**config.mk**
```make
export PLATFORM = sky130hd
export DESIGN_NAME = fetch_sequencer
export DESIGN_NICKNAME = d
export VERILOG_FILES = /design/src/rtl/fetch_sequencer.sv
export SDC_FILE = /design/constraint.sdc
export NUM_CORES = 1
export LEC_CHECK = 0
export CORE_UTILIZATION = 45
export DETAILED_ROUTE_END_ITERATION = 12
export HOLD_SLACK_MARGIN = 0.02
export PLACE_DENSITY = 0.67
export SLEW_MARGIN = 20
export SYNTH_ARGS = -nofsm -noshare
export SYNTH_HDL_FRONTEND = slang
export SYNTH_SLANG_ARGS = --single-unit
```
**constraint.sdc**
```tcl
create_clock -name Clock -period 5.1 [get_ports Clock]
set_input_delay 1.02 -clock Clock [delete_from_list [all_inputs] [get_ports Clock]]
set_output_delay 1.02 -clock Clock [all_outputs]
set_load 0.05 [all_outputs]
```
**src/rtl/fetch_sequencer.sv**
```systemverilog
// Instruction fetch and control-flow stage: drives the ROM address, registers the
// fetched word, resolves JMP/CALL/RET/BLE and keeps a hardware return-address stack.
module fetch_sequencer #(
    parameter int unsigned STACK_DEPTH = 8,
    parameter logic [3:0]  OP_JMP      = 4'd1,
    parameter logic [3:0]  OP_CALL     = 4'd2,
    parameter logic [3:0]  OP_RET      = 4'd3,
    parameter logic [3:0]  OP_BLE      = 4'd4,
    parameter logic [27:0] NOP_WORD    = 28'h0
) (
    input  logic                           Clock,
    input  logic                           Reset,
    input  logic                           iStall,
    input  logic [27:0]                    iInstruction,
    input  logic                           iBranchTaken,
    output logic [15:0]                    oAddress,
    output logic [27:0]                    oInstruction,
    output logic [15:0]                    oInstrPC,
    output logic                           oValid,
    output logic [$clog2(STACK_DEPTH):0]   oStackDepth,
    output logic                           oStackError
);

    localparam int unsigned SPW = $clog2(STACK_DEPTH);
    localparam int unsigned DW  = SPW + 1;

    logic [15:0]    pc;
    logic [15:0]    stack [STACK_DEPTH];
    logic [DW-1:0]  sp;

    logic [3:0]     opcode;
    logic [15:0]    target;
    logic [15:0]    redirect_pc;
    logic [SPW-1:0] top_idx;
    logic [SPW-1:0] push_idx;
    logic           full;
    logic           empty;
    logic           is_jmp;
    logic           is_call;
    logic           is_ret;
    logic           is_ble;
    logic           do_push;
    logic           do_pop;
    logic           err_set;
    logic           taken;

    // Control-flow decision on the decode register; bubbles never decide.
    always_comb begin
        opcode      = oInstruction[27:24];
        target      = {8'h00, oInstruction[23:16]};
        full        = (sp == DW'(STACK_DEPTH));
        empty       = (sp == '0);
        top_idx     = SPW'(sp - DW'(1));
        push_idx    = SPW'(sp);
        is_jmp      = oValid && (opcode == OP_JMP);
        is_call     = oValid && (opcode == OP_CALL);
        is_ret      = oValid && (opcode == OP_RET);
        is_ble      = oValid && (opcode == OP_BLE);
        do_push     = is_call && !full;
        do_pop      = is_ret && !empty;
        err_set     = (is_call && full) || (is_ret && empty);
        // An underflowing RET is a plain fall-through, so only a real pop redirects.
        taken       = is_jmp || is_call || do_pop || (is_ble && iBranchTaken);
        redirect_pc = do_pop ? stack[top_idx] : target;
    end

    always_ff @(posedge Clock) begin
        if (Reset) begin
            pc           <= 16'h0000;
            oInstruction <= NOP_WORD;
            oInstrPC     <= 16'h0000;
            oValid       <= 1'b0;
            sp           <= '0;
            oStackError  <= 1'b0;
        end else if (!iStall) begin
            if (taken) begin
                pc           <= redirect_pc;
                oInstruction <= NOP_WORD;
                oValid       <= 1'b0;
            end else begin
                pc           <= pc + 16'd1;
                oInstruction <= iInstruction;
                oValid       <= 1'b1;
            end
            oInstrPC <= pc;
            if (do_push) begin
                sp <= sp + DW'(1);
            end else if (do_pop) begin
                sp <= sp - DW'(1);
            end
            if (err_set) begin
                oStackError <= 1'b1;
            end
        end
    end

    // Return-address storage; contents are only meaningful below sp.
    always_ff @(posedge Clock) begin
        if (!Reset && !iStall && do_push) begin
            stack[push_idx] <= oInstrPC + 16'd1;
        end
    end

    assign oAddress    = pc;
    assign oStackDepth = sp;

endmodule
```
==> results.md, run 1 <==
* Outcome: complete, no violations
* EDFF count, synth at 128
* CP top delay family: simple AND/OR/NAND/NOR gates
* Critical path origin: oStackDepth[1]
* Vias in the first global route at 5117
* CTS Sinks at 194
* Synth Register Bits at 194
* Clock Path Buffers at 2
* Root Buffer: clkbuf_16
* Sequential fraction of the synthesis area at 64.32%
* Final number of setup-violating endpoints at 0
* Clock power share at 40.5%
* Die extent in x at 135.6 um
* Area contributors post-synth: edfxtp_1, dfxtp_1, mux4_2, nor2_1, mux2i_1
* Sequential share of power at 52.3%
* Grt total ovfl at 0
* Critical Path Fanout Max at 16
* Via/cell ratio at 5.763
* Setup CP Type: flip-flop to flip-flop
* First-pass GRT wire length at 28.96 mm
* CORE AREA at 0.01736 mm^2
* Cell Area, Placed at 0.009213 mm^2
* ANT cells at 0
* # hold bufs at CTS at 0
* Setup_tns at 0 ns
* RSZ-0062 raised after global routing: no
* Most frequent cells in the layout: edfxtp_1, clkdlybuf4s50_1, dfxtp_1
* Warnings from Yosys at 0
* NetSw at 0.0007383 W
* Post-layout min period at 3.425 ns
* Sw Ratio at 22.68%
* IO Port Bufs at 97
* Worst Min Path Start: oStackError
* IO Count at 98
* Critical path data required time at 5.14 ns
* Synth Instances at 576
* DIE AREA at 0.01838 mm^2
* Most common cell after layout, fill and taps aside: edfxtp_1
* Async set-reset flop share out of synthesis at 0%
* Synth top area share at 47.87%
* Placer Congestion at 0.8017
* GRT Total Usage at 21.57%
* DRT antenna net count at 0
* Clock Latency Late Sink at 0.43 ns
* Resize count post-CTS at 0
* Avg Cell Area, Syn at 13.94 um^2
* Critical R2R Launch: oStackDepth[1]
* CTS tree: done
* Combinational power share at 7.2%
* WP depth at 6
* Number of max-cap violations at 0
* Int Pwr at 0.002517 W
* Post-Syn Nets at 612
* Vias at 5210
* Total Nets Final at 702
* Pre-Repair DR Iteration Count at 5
* DR WL/cell at 21.18 um
* Initial core utilization at 46.27%
* Num rows at 48
* Synth area leader: edfxtp_1
* Slowest stage cell, crit path: nor3_4
* Leak Pwr at 3.479 nW
* Total power at 0.003256 W
* Hold Path Class: flip-flop to flip-flop
* # DRC at 0
* Worst path cell trace: inv_1 -> ha_1 -> nor2b_1 -> a211oi_2 -> nand3_1 -> nor3_4
* Layout cell share with drive strength beyond 1 at 13.40%
* Sum of buffers and inverters on the critical path at 1
* Routed wire length at 19.15 mm
* Worst Hold Depth at 2
* Critical path data arrival time at 3.47 ns
* Mapped Area at 0.008030 mm^2
* Initial antenna violation count at 0
* Final instance area at 0.009819 mm^2
* Depth of the worst register-to-register path at 6
* Chip height at 135.6 um
* IR Drop Worst-Case VDD at 0.2361 mV
* Main synth FF type: edfxtp_1
* CP Launch Type: flip-flop
* Slew @ Worst Pin at 1.068 ns
* PD cells at 331.6 mW/mm^2
* Final hold vios at 0
* Upper clock frequency limit at 292.0 MHz
* Period Utilization, post-route at 67.16%
* Synth cell types at 56
* Slew Limit Fails at 0
* Clk pin slew, worst setup/hold paths at 0.07 ns
* Kind of end point of the critical path: flip-flop
* Skew final at 0.007541 ns
* Relative slew margins at 28.59%
* Largest net degree at the start of global routing at 65
* Area grow syn2layout at 22.28%
* CP peak stage delay at 0.95 ns
* TritonCTS buffer count at 17
* Setup repair bufs after CTS at 0
* Hpwl dp at 12.06 mm
* # H-tree levels at 4
* Initial DRC count at 353
sequential cells by signal, summed over array words and instances (netlist names):
signal and cells:
oAddress 16, oInstrPC 16, oInstruction 28, oStackDepth 4
oStackError 1, oValid 1, stack 128
worst reg2reg max path, cell delays in order (launching register included):
cell and delay, ns:
dfxtp_1 0.58, inv_1 0.15, ha_1 0.31, nor2b_1 0.21, a211oi_2 0.44, nand3_1 0.39, nor3_4 0.95
Yosys cell counts (all sizes together) (4+ instances only):
cell,n
a21oi,6
a221oi,5
a22oi,29
and3,12
and4,5
buf,15
clkbuf,17
dfxtp,66
edfxtp,128
ha,4
inv,5
mux2i,23
mux4,32
nand2,42
nand3,17
nor2,70
nor2b,4
nor3,8
nor4,6
o2111ai,4
o21ai,11
o22ai,5
xnor2,15
xor2,6
cell type report:
class | instances | area (um^2)
Clock buffer | 20 | 456.7
Clock inverter | 12 | 126.4
Fill cell | 1368 | 7537
Inverter | 6 | 22.52
Multi-Input combinational cell | 344 | 2760
Sequential cell | 194 | 5166
Tap cell | 225 | 281.5
Timing Repair Buffer | 103 | 1006
worst paths after layout:
kind                            slack (ns)     endpoint
worst max register to register        1.67  stack[1][0]
worst min register to register        0.49  oStackError
worst max-delay path                  1.67  stack[1][0]
worst min-delay path                  0.49  oStackError
metrics by stage:
| stage | setup slack (ns) | cells | util, % | hold WS [ns] |
|---|---|---|---|---|
| after floorplan | 1.135 | 576 | - | 0.6860 |
| after global placement | 1.654 | 872 | 52.99 | 0.4577 |
| after detailed placement | 1.565 | 872 | 53.08 | 0.4802 |
| after CTS | 1.655 | 904 | 56.44 | 0.4986 |
| after global routing | 1.507 | 904 | 56.57 | 0.5428 |
| final | 1.675 | 904 | 56.57 | 0.4857 |
layer usage:
layer  global-route usage [%]  share of wire, %  vias to the layer above
li1                         -                 -                     2384
met1                    28.59                43                     2630
met2                    35.23                49                      177
met3                    4.863               6.6                       19
met4                    6.679               1.2                        0
met5                        0                 0                        -
kinds of logic (layout without fill, tap and decap cells):
family	after synthesis	after routing	share of synthesized area (%)
and+or+nand+nor	181	181	10.69
AOI/OAI and AO/OA	80	80	7.557
DFF	194	194	64.32
adders and majority gates	4	4	0.6233
xor gates and xnor gates	21	21	2.290
buffers and inverters	38	141	2.259
muxes	58	58	12.26
power by group through the flow:
stage          clock network, W  registers (W)  logic (W)
3_3_place_gp                  0        0.00174   0.000230
3_5_place_dp                  0        0.00174   0.000233
2_1_floorplan                 0        0.00179  0.0000895
4_1_cts                 0.00134        0.00170   0.000235
5_1_grt                 0.00140        0.00170   0.000249
6_report                0.00132        0.00170   0.000233
(Power assumes the default switching activity.)
==> run 2: changes to the inputs <==
==> constraint.sdc (replaced) <==
create_clock -name Clock -period 3.6 [get_ports Clock]
set_input_delay 0.72 -clock Clock [delete_from_list [all_inputs] [get_ports Clock]]
set_output_delay 0.72 -clock Clock [all_outputs]
set_load 0.05 [all_outputs]
==> run 2 against run 1 <==
  * Largest cell class unchanged
  * Flip-flop and latch count unchanged
  * Combinational power up 43%
  * Clock power up 33%
  * Largest power group unchanged
  * Worst hold slack worse by 0.0029 ns
  * Register-to-register slack worse by 0.80 ns
  * Critical path depth down 4
  * Count of clock-buffer cells in the layout down 2
==> results.md, run 2 (synthesis gave the netlist of run 1 again) <==
* Outcome: complete, no violations (unchanged)
* Num rows at 48 (unchanged)
* TritonCTS buffer count at 17 (unchanged)
* Pre-Repair DR Iteration Count at 5 (unchanged)
* Initial core utilization at 46.27% (unchanged)
* ANT cells at 0 (unchanged)
* Chip height at 135.6 um (unchanged)
* Max FFs per register at 128 (unchanged)
* PnR worst setup slack at 0.6359 ns (was 1.675 ns)
* Hold Path Class: flip-flop to flip-flop (unchanged)
* Most frequent cells in the layout: edfxtp_1, clkdlybuf4s50_1, nor2_1 (was edfxtp_1, clkdlybuf4s50_1, dfxtp_1)
* Final hold vios at 0 (unchanged)
* Clk pin slew, worst setup/hold paths at 0.07 ns (about the same)
* Vias at 5270 (was 5210)
* Biggest regs: stack: 128 flops, oInstruction: 28 flops (unchanged)
* Resize count post-CTS at 0 (unchanged)
* Slew Limit Fails at 0 (unchanged)
* Area of the multi-input gates at 0.002694 mm^2 (was 0.002760 mm^2)
* Fillers at 1347 (was 1368)
* Critical path data required time at 2.88 ns (was 5.14 ns)
* CORE AREA at 0.01736 mm^2 (unchanged)
* Period Utilization, post-route at 82.34%
* Setup_tns at 0 ns (unchanged)
* Leak Pwr at 3.525 nW (was 3.479 nW)
* Kind of end point of the critical path: output port (was flip-flop)
* Hpwl dp at 12.16 mm (was 12.06 mm)
* Root Buffer: clkbuf_16 (unchanged)
* Setup repair bufs after CTS at 0 (unchanged)
* Total Nets Final at 717 (was 702)
* Clock Latency Late Sink at 0.43 ns (about the same)
* GRT Total Usage at 21.61% (was 21.57%)
* Final number of setup-violating endpoints at 0 (unchanged)
* Clock Path Buffers at 2 (unchanged)
* Register area at 0.005166 mm^2 (unchanged)
* CTS Sinks at 194 (unchanged)
* # hold bufs at CTS at 0 (unchanged)
* Relative slew margins at 49.38% (was 28.59%)
* Area grow syn2layout at 22.37% (was 22.28%)
* DRT antenna net count at 0 (unchanged)
* CP Launch Type: flip-flop (unchanged)
* Critical path data arrival time at 2.24 ns (was 3.47 ns)
* # H-tree levels at 4 (unchanged)
* Grt total ovfl at 0 (unchanged)
* Slew @ Worst Pin at 0.7594 ns (was 1.068 ns)
* Most common cell after layout, fill and taps aside: edfxtp_1 (unchanged)
* Setup CP Type: flip-flop to output port (was flip-flop to flip-flop)
* Largest net degree at the start of global routing at 65 (unchanged)
* Die extent in x at 135.6 um (unchanged)
* PD cells at 458.7 mW/mm^2 (was 331.6 mW/mm^2)
* Upper clock frequency limit at 337.4 MHz
* IO Count at 98 (unchanged)
* Via/cell ratio at 5.734 (was 5.763)
* Placer Congestion at 0.7684 (was 0.8017)
* Initial antenna violation count at 0 (unchanged)
* Routed wire length at 18.90 mm (was 19.15 mm)
* DR WL/cell at 20.57 um (was 21.18 um)
* Post-layout min period at 2.964 ns
* Critical Path Fanout Max at 37 (was 16)
* Total power at 0.004508 W (was 0.003256 W)
* IO Port Bufs at 97 (unchanged)
* First-pass GRT wire length at 28.97 mm (was 28.96 mm)
* Vias in the first global route at 5059 (was 5117)
* Initial DRC count at 537 (was 353)
* IR Drop Worst-Case VDD at 0.3305 mV (was 0.2361 mV)
* CTS tree: done (unchanged)
* Dpl ws at 0.8863 ns (was 1.565 ns)
* DIE AREA at 0.01838 mm^2 (unchanged)
* Number of max-cap violations at 0 (unchanged)
* Layout cell share with drive strength beyond 1 at 13.83% (was 13.40%)
* RSZ-0062 raised after global routing: no (unchanged)
* # DRC at 0 (unchanged)
* Reg with most FFs: stack (unchanged)
* Skew final at 0.006568 ns (was 0.007541 ns)
-- run 2: worst paths after layout --
kind	start	to	slack, ns	cells past startpoint
setup / recovery	oStackDepth[0]	oStackDepth[0]	0.64	2
hold / removal	oStackError	oStackError	0.48	2
setup reg to reg	oStackDepth[1]	oInstruction[0]	0.87	8
hold reg to reg	oStackError	oStackError	0.48	2
-- run 2: cell type report --
class	instances	area share (%)
Multi-Input combinational cell	344	27.41
Inverter	6	0.2292
Clock inverter	14	1.171
Tap cell	225	2.865
Timing Repair Buffer	118	11.38
Clock buffer	18	4.367
Sequential cell	194	52.57
-- run 2: per-stage QoR --
step	instances	utilization (%)	hold slack, ns	cell area, um^2
after global placement	887	53.48	0.4696	9283
after floorplan	576	-	0.6860	8040
after CTS	919	56.62	0.4863	9827
final	919	56.62	0.4828	9827
after global routing	919	56.62	0.5052	9827
after detailed placement	887	53.48	0.4665	9283
-- run 2: power by group --
group	internal, W	switching, W	total (W)
Sequential	0.00238	0.0000333	0.00241
Combinational	0.000129	0.000204	0.000333
Clock	0.000948	0.000815	0.00176
Total	0.00346	0.00105	0.00451
-- run 2: critical path: stages, from the launching register on --
cell             delay (ns)
dfxtp_2                0.33
buf_4                  0.55
clkdlybuf4s50_1        0.93
-- run 2: per-layer routing --
metal / wire, um / part of all wire [%] / GRT usage [%] / vias to the layer above
met5: 0 / 0 / 0 / -
met2: 9069 / 48 / 35.12 / 184
met3: 1161 / 6.1 / 4.863 / 24
met4: 330 / 1.7 / 7.678 / 0
met1: 8342 / 44 / 28.40 / 2641
li1: - / - / - / 2421
==> run 3: changes to the inputs <==
==> constraint.sdc (replaced) <==
create_clock -name Clock -period 2.9 [get_ports Clock]
set_input_delay 0.58 -clock Clock [delete_from_list [all_inputs] [get_ports Clock]]
set_output_delay 0.58 -clock Clock [all_outputs]
set_load 0.05 [all_outputs]
==> run 3 against run 2 <==
  * Worst hold slack gained 0.030 ns
  * Via count increased by 0.93%
  * Flip-flop and latch count stayed put
  * Cell area increased by 1.3%
  * Critical path type unchanged
  * Global-route usage is 0.79 points higher
  * Routed wire length is 4.1% higher
  * Sequential share of layout area decreased by 0.62 points
==> results.md, run 3 (synthesis gave the netlist of run 1 again) <==
* First-pass GRT wire length at 30.03 mm (was 28.97 mm)
* Biggest regs: stack: 128 flops, oInstruction: 28 flops (unchanged)
* CP Launch Type: flip-flop (unchanged)
* Critical Path Fanout Max at 13 (was 37)
* Leak Pwr at 3.560 nW (was 3.525 nW)
* Via/cell ratio at 5.750 (was 5.734)
* Critical path origin: oStackDepth[2] (was oStackDepth[0])
* Hpwl dp at 12.92 mm (was 12.16 mm)
* Most common cell after layout, fill and taps aside: edfxtp_1 (unchanged)
* Post-layout min period at 2.615 ns
* Critical path data required time at 2.32 ns (was 2.88 ns)
* PnR worst setup slack at 0.2845 ns (was 0.6359 ns)
* Slew @ Worst Pin at 0.7112 ns (was 0.7594 ns)
* Chip height at 135.6 um (unchanged)
* Setup repair bufs after CTS at 0 (unchanged)
* Worst Min Path Start: oInstruction[13] (was oStackError)
* Die extent in x at 135.6 um (unchanged)
* TritonCTS buffer count at 17 (unchanged)
* Placed Instances at 893 (was 887)
* Total power at 0.005648 W (was 0.004508 W)
* Dpl ws at 0.3355 ns (was 0.8863 ns)
* Relative slew margins at 52.58% (was 49.38%)
* CORE AREA at 0.01736 mm^2 (unchanged)
* Pre-Repair DR Iteration Count at 5 (unchanged)
* IR Drop Worst-Case VDD at 0.3820 mV (was 0.3305 mV)
* CP peak stage delay at 0.91 ns (was 0.93 ns)
* Final hold vios at 0 (unchanged)
* Area of the multi-input gates at 0.002744 mm^2 (was 0.002694 mm^2)
* Initial DRC count at 302 (was 537)
* # H-tree levels at 4 (unchanged)
* Largest net degree at the start of global routing at 65 (unchanged)
* Max FFs per register at 128 (unchanged)
* Vias at 5319 (was 5270)
* Reg with most FFs: stack (unchanged)
* Worst path cell trace: clkdlybuf4s50_1 (was buf_4 -> clkdlybuf4s50_1)
* Initial core utilization at 46.27% (unchanged)
* ANT cells at 0 (unchanged)
* IO Port Bufs at 97 (unchanged)
* DRT antenna net count at 0 (unchanged)
* DIE AREA at 0.01838 mm^2 (unchanged)
* Critical path data arrival time at 2.04 ns (was 2.24 ns)
* Resize count post-CTS at 0 (unchanged)
* Critical R2R Launch: oStackDepth[1] (unchanged)
* CP top delay family: buffers and inverters (unchanged)
* Grt total ovfl at 0 (unchanged)
* Vias in the first global route at 5265 (was 5059)
* Most frequent cells in the layout: edfxtp_1, clkdlybuf4s50_1, nor2_1, dfxtp_1, nand2_1 (was edfxtp_1, clkdlybuf4s50_1, nor2_1)
* Clk pin slew, worst setup/hold paths at 0.07 ns (about the same)
* Skew final at 0.01205 ns (was 0.006568 ns)
* Slew Limit Fails at 0 (unchanged)
* Area grow syn2layout at 23.92% (was 22.37%)
* Final number of setup-violating endpoints at 0 (unchanged)
* PD cells at 567.5 mW/mm^2 (was 458.7 mW/mm^2)
* IO Count at 98 (unchanged)
* Setup_tns at 0 ns (unchanged)
* Final core utilization at 57.33% (was 56.62%)
* GRT Total Usage at 22.39% (was 21.61%)
* DR WL/cell at 21.28 um (was 20.57 um)
* Clock Latency Late Sink at 0.43 ns (about the same)
* CTS Sinks at 194 (unchanged)
* Number of max-cap violations at 0 (unchanged)
* Upper clock frequency limit at 382.3 MHz
* # hold bufs at CTS at 0 (unchanged)
* Clock Path Buffers at 2 (unchanged)
* Register area at 0.005170 mm^2 (was 0.005166 mm^2)
* Total Nets Final at 723 (was 717)
* Routed wire length at 19.68 mm (was 18.90 mm)
* Sum of buffers and inverters on the critical path at 1 (was 2)
* Root Buffer: clkbuf_16 (unchanged)
* Period Utilization, post-route at 90.19%
* Setup CP Type: flip-flop to output port (unchanged)
* Non-Filler Instances at 925 (was 919)
* Num rows at 48 (unchanged)
* Initial antenna violation count at 0 (unchanged)
* Layout cell share with drive strength beyond 1 at 15.86% (was 13.83%)
* RSZ-0062 raised after global routing: no (unchanged)
* Placer Congestion at 0.7988 (was 0.7684)
* Hold Path Class: flip-flop to flip-flop (unchanged)
* # DRC at 0 (unchanged)
* Fillers at 1368 (was 1347)
* Slowest stage cell, crit path: clkdlybuf4s50_1 (unchanged)
* CTS tree: done (unchanged)
* Kind of end point of the critical path: output port (unchanged)
* Outcome: complete, no violations (unchanged)
## run 3: cell count changes in the layout (fill, tap and decap cells not counted), sizes merged
cell	before	now
clkinvlp	3	1
inv	7	12
clkbuf	18	19
buf	23	29
clkinv	9	5
## run 3: cell type report
type                            count  share of cell area [%]
Sequential cell                   194                   51.96
Multi-Input combinational cell    344                   27.57
Timing Repair Buffer              124                   11.82
Clock buffer                       19                   4.351
Tap cell                          225                   2.829
Clock inverter                     13                   1.245
Inverter                            6                  0.2263
## run 3: worst paths after layout
path / to / slack (ns) / cells past startpoint
max: oStackDepth[2] / 0.28 / 1
max reg2reg: stack[1][2] / 0.32 / 7
min reg2reg: oInstruction[13] / 0.51 / 2
min: oInstruction[13] / 0.51 / 2
## run 3: routing by layer
| layer | part of all wire [%] | vias up | global-route usage (%) |
|---|---|---|---|
| li1 | - | 2436 | - |
| met1 | 42 | 2654 | 28.68 |
| met2 | 49 | 204 | 37.81 |
| met3 | 6.8 | 25 | 4.676 |
| met4 | 1.9 | 0 | 7.303 |
| met5 | 0 | - | 0 |
## run 3: per-stage QoR
step	hold WS, ns	area [um^2]
after floorplan	0.6860	8123
after global placement	0.4710	9394
after detailed placement	0.5010	9394
after CTS	0.4976	9951
after global routing	0.5259	9951
final	0.5123	9951
## run 3: report_power, final
part           total (W)  switching (W)  internal [W]  leakage (nW)
combinational   0.000418       0.000256      0.000162          1.44
clock            0.00223        0.00103       0.00120         0.273
sequential       0.00300      0.0000444       0.00295          1.84
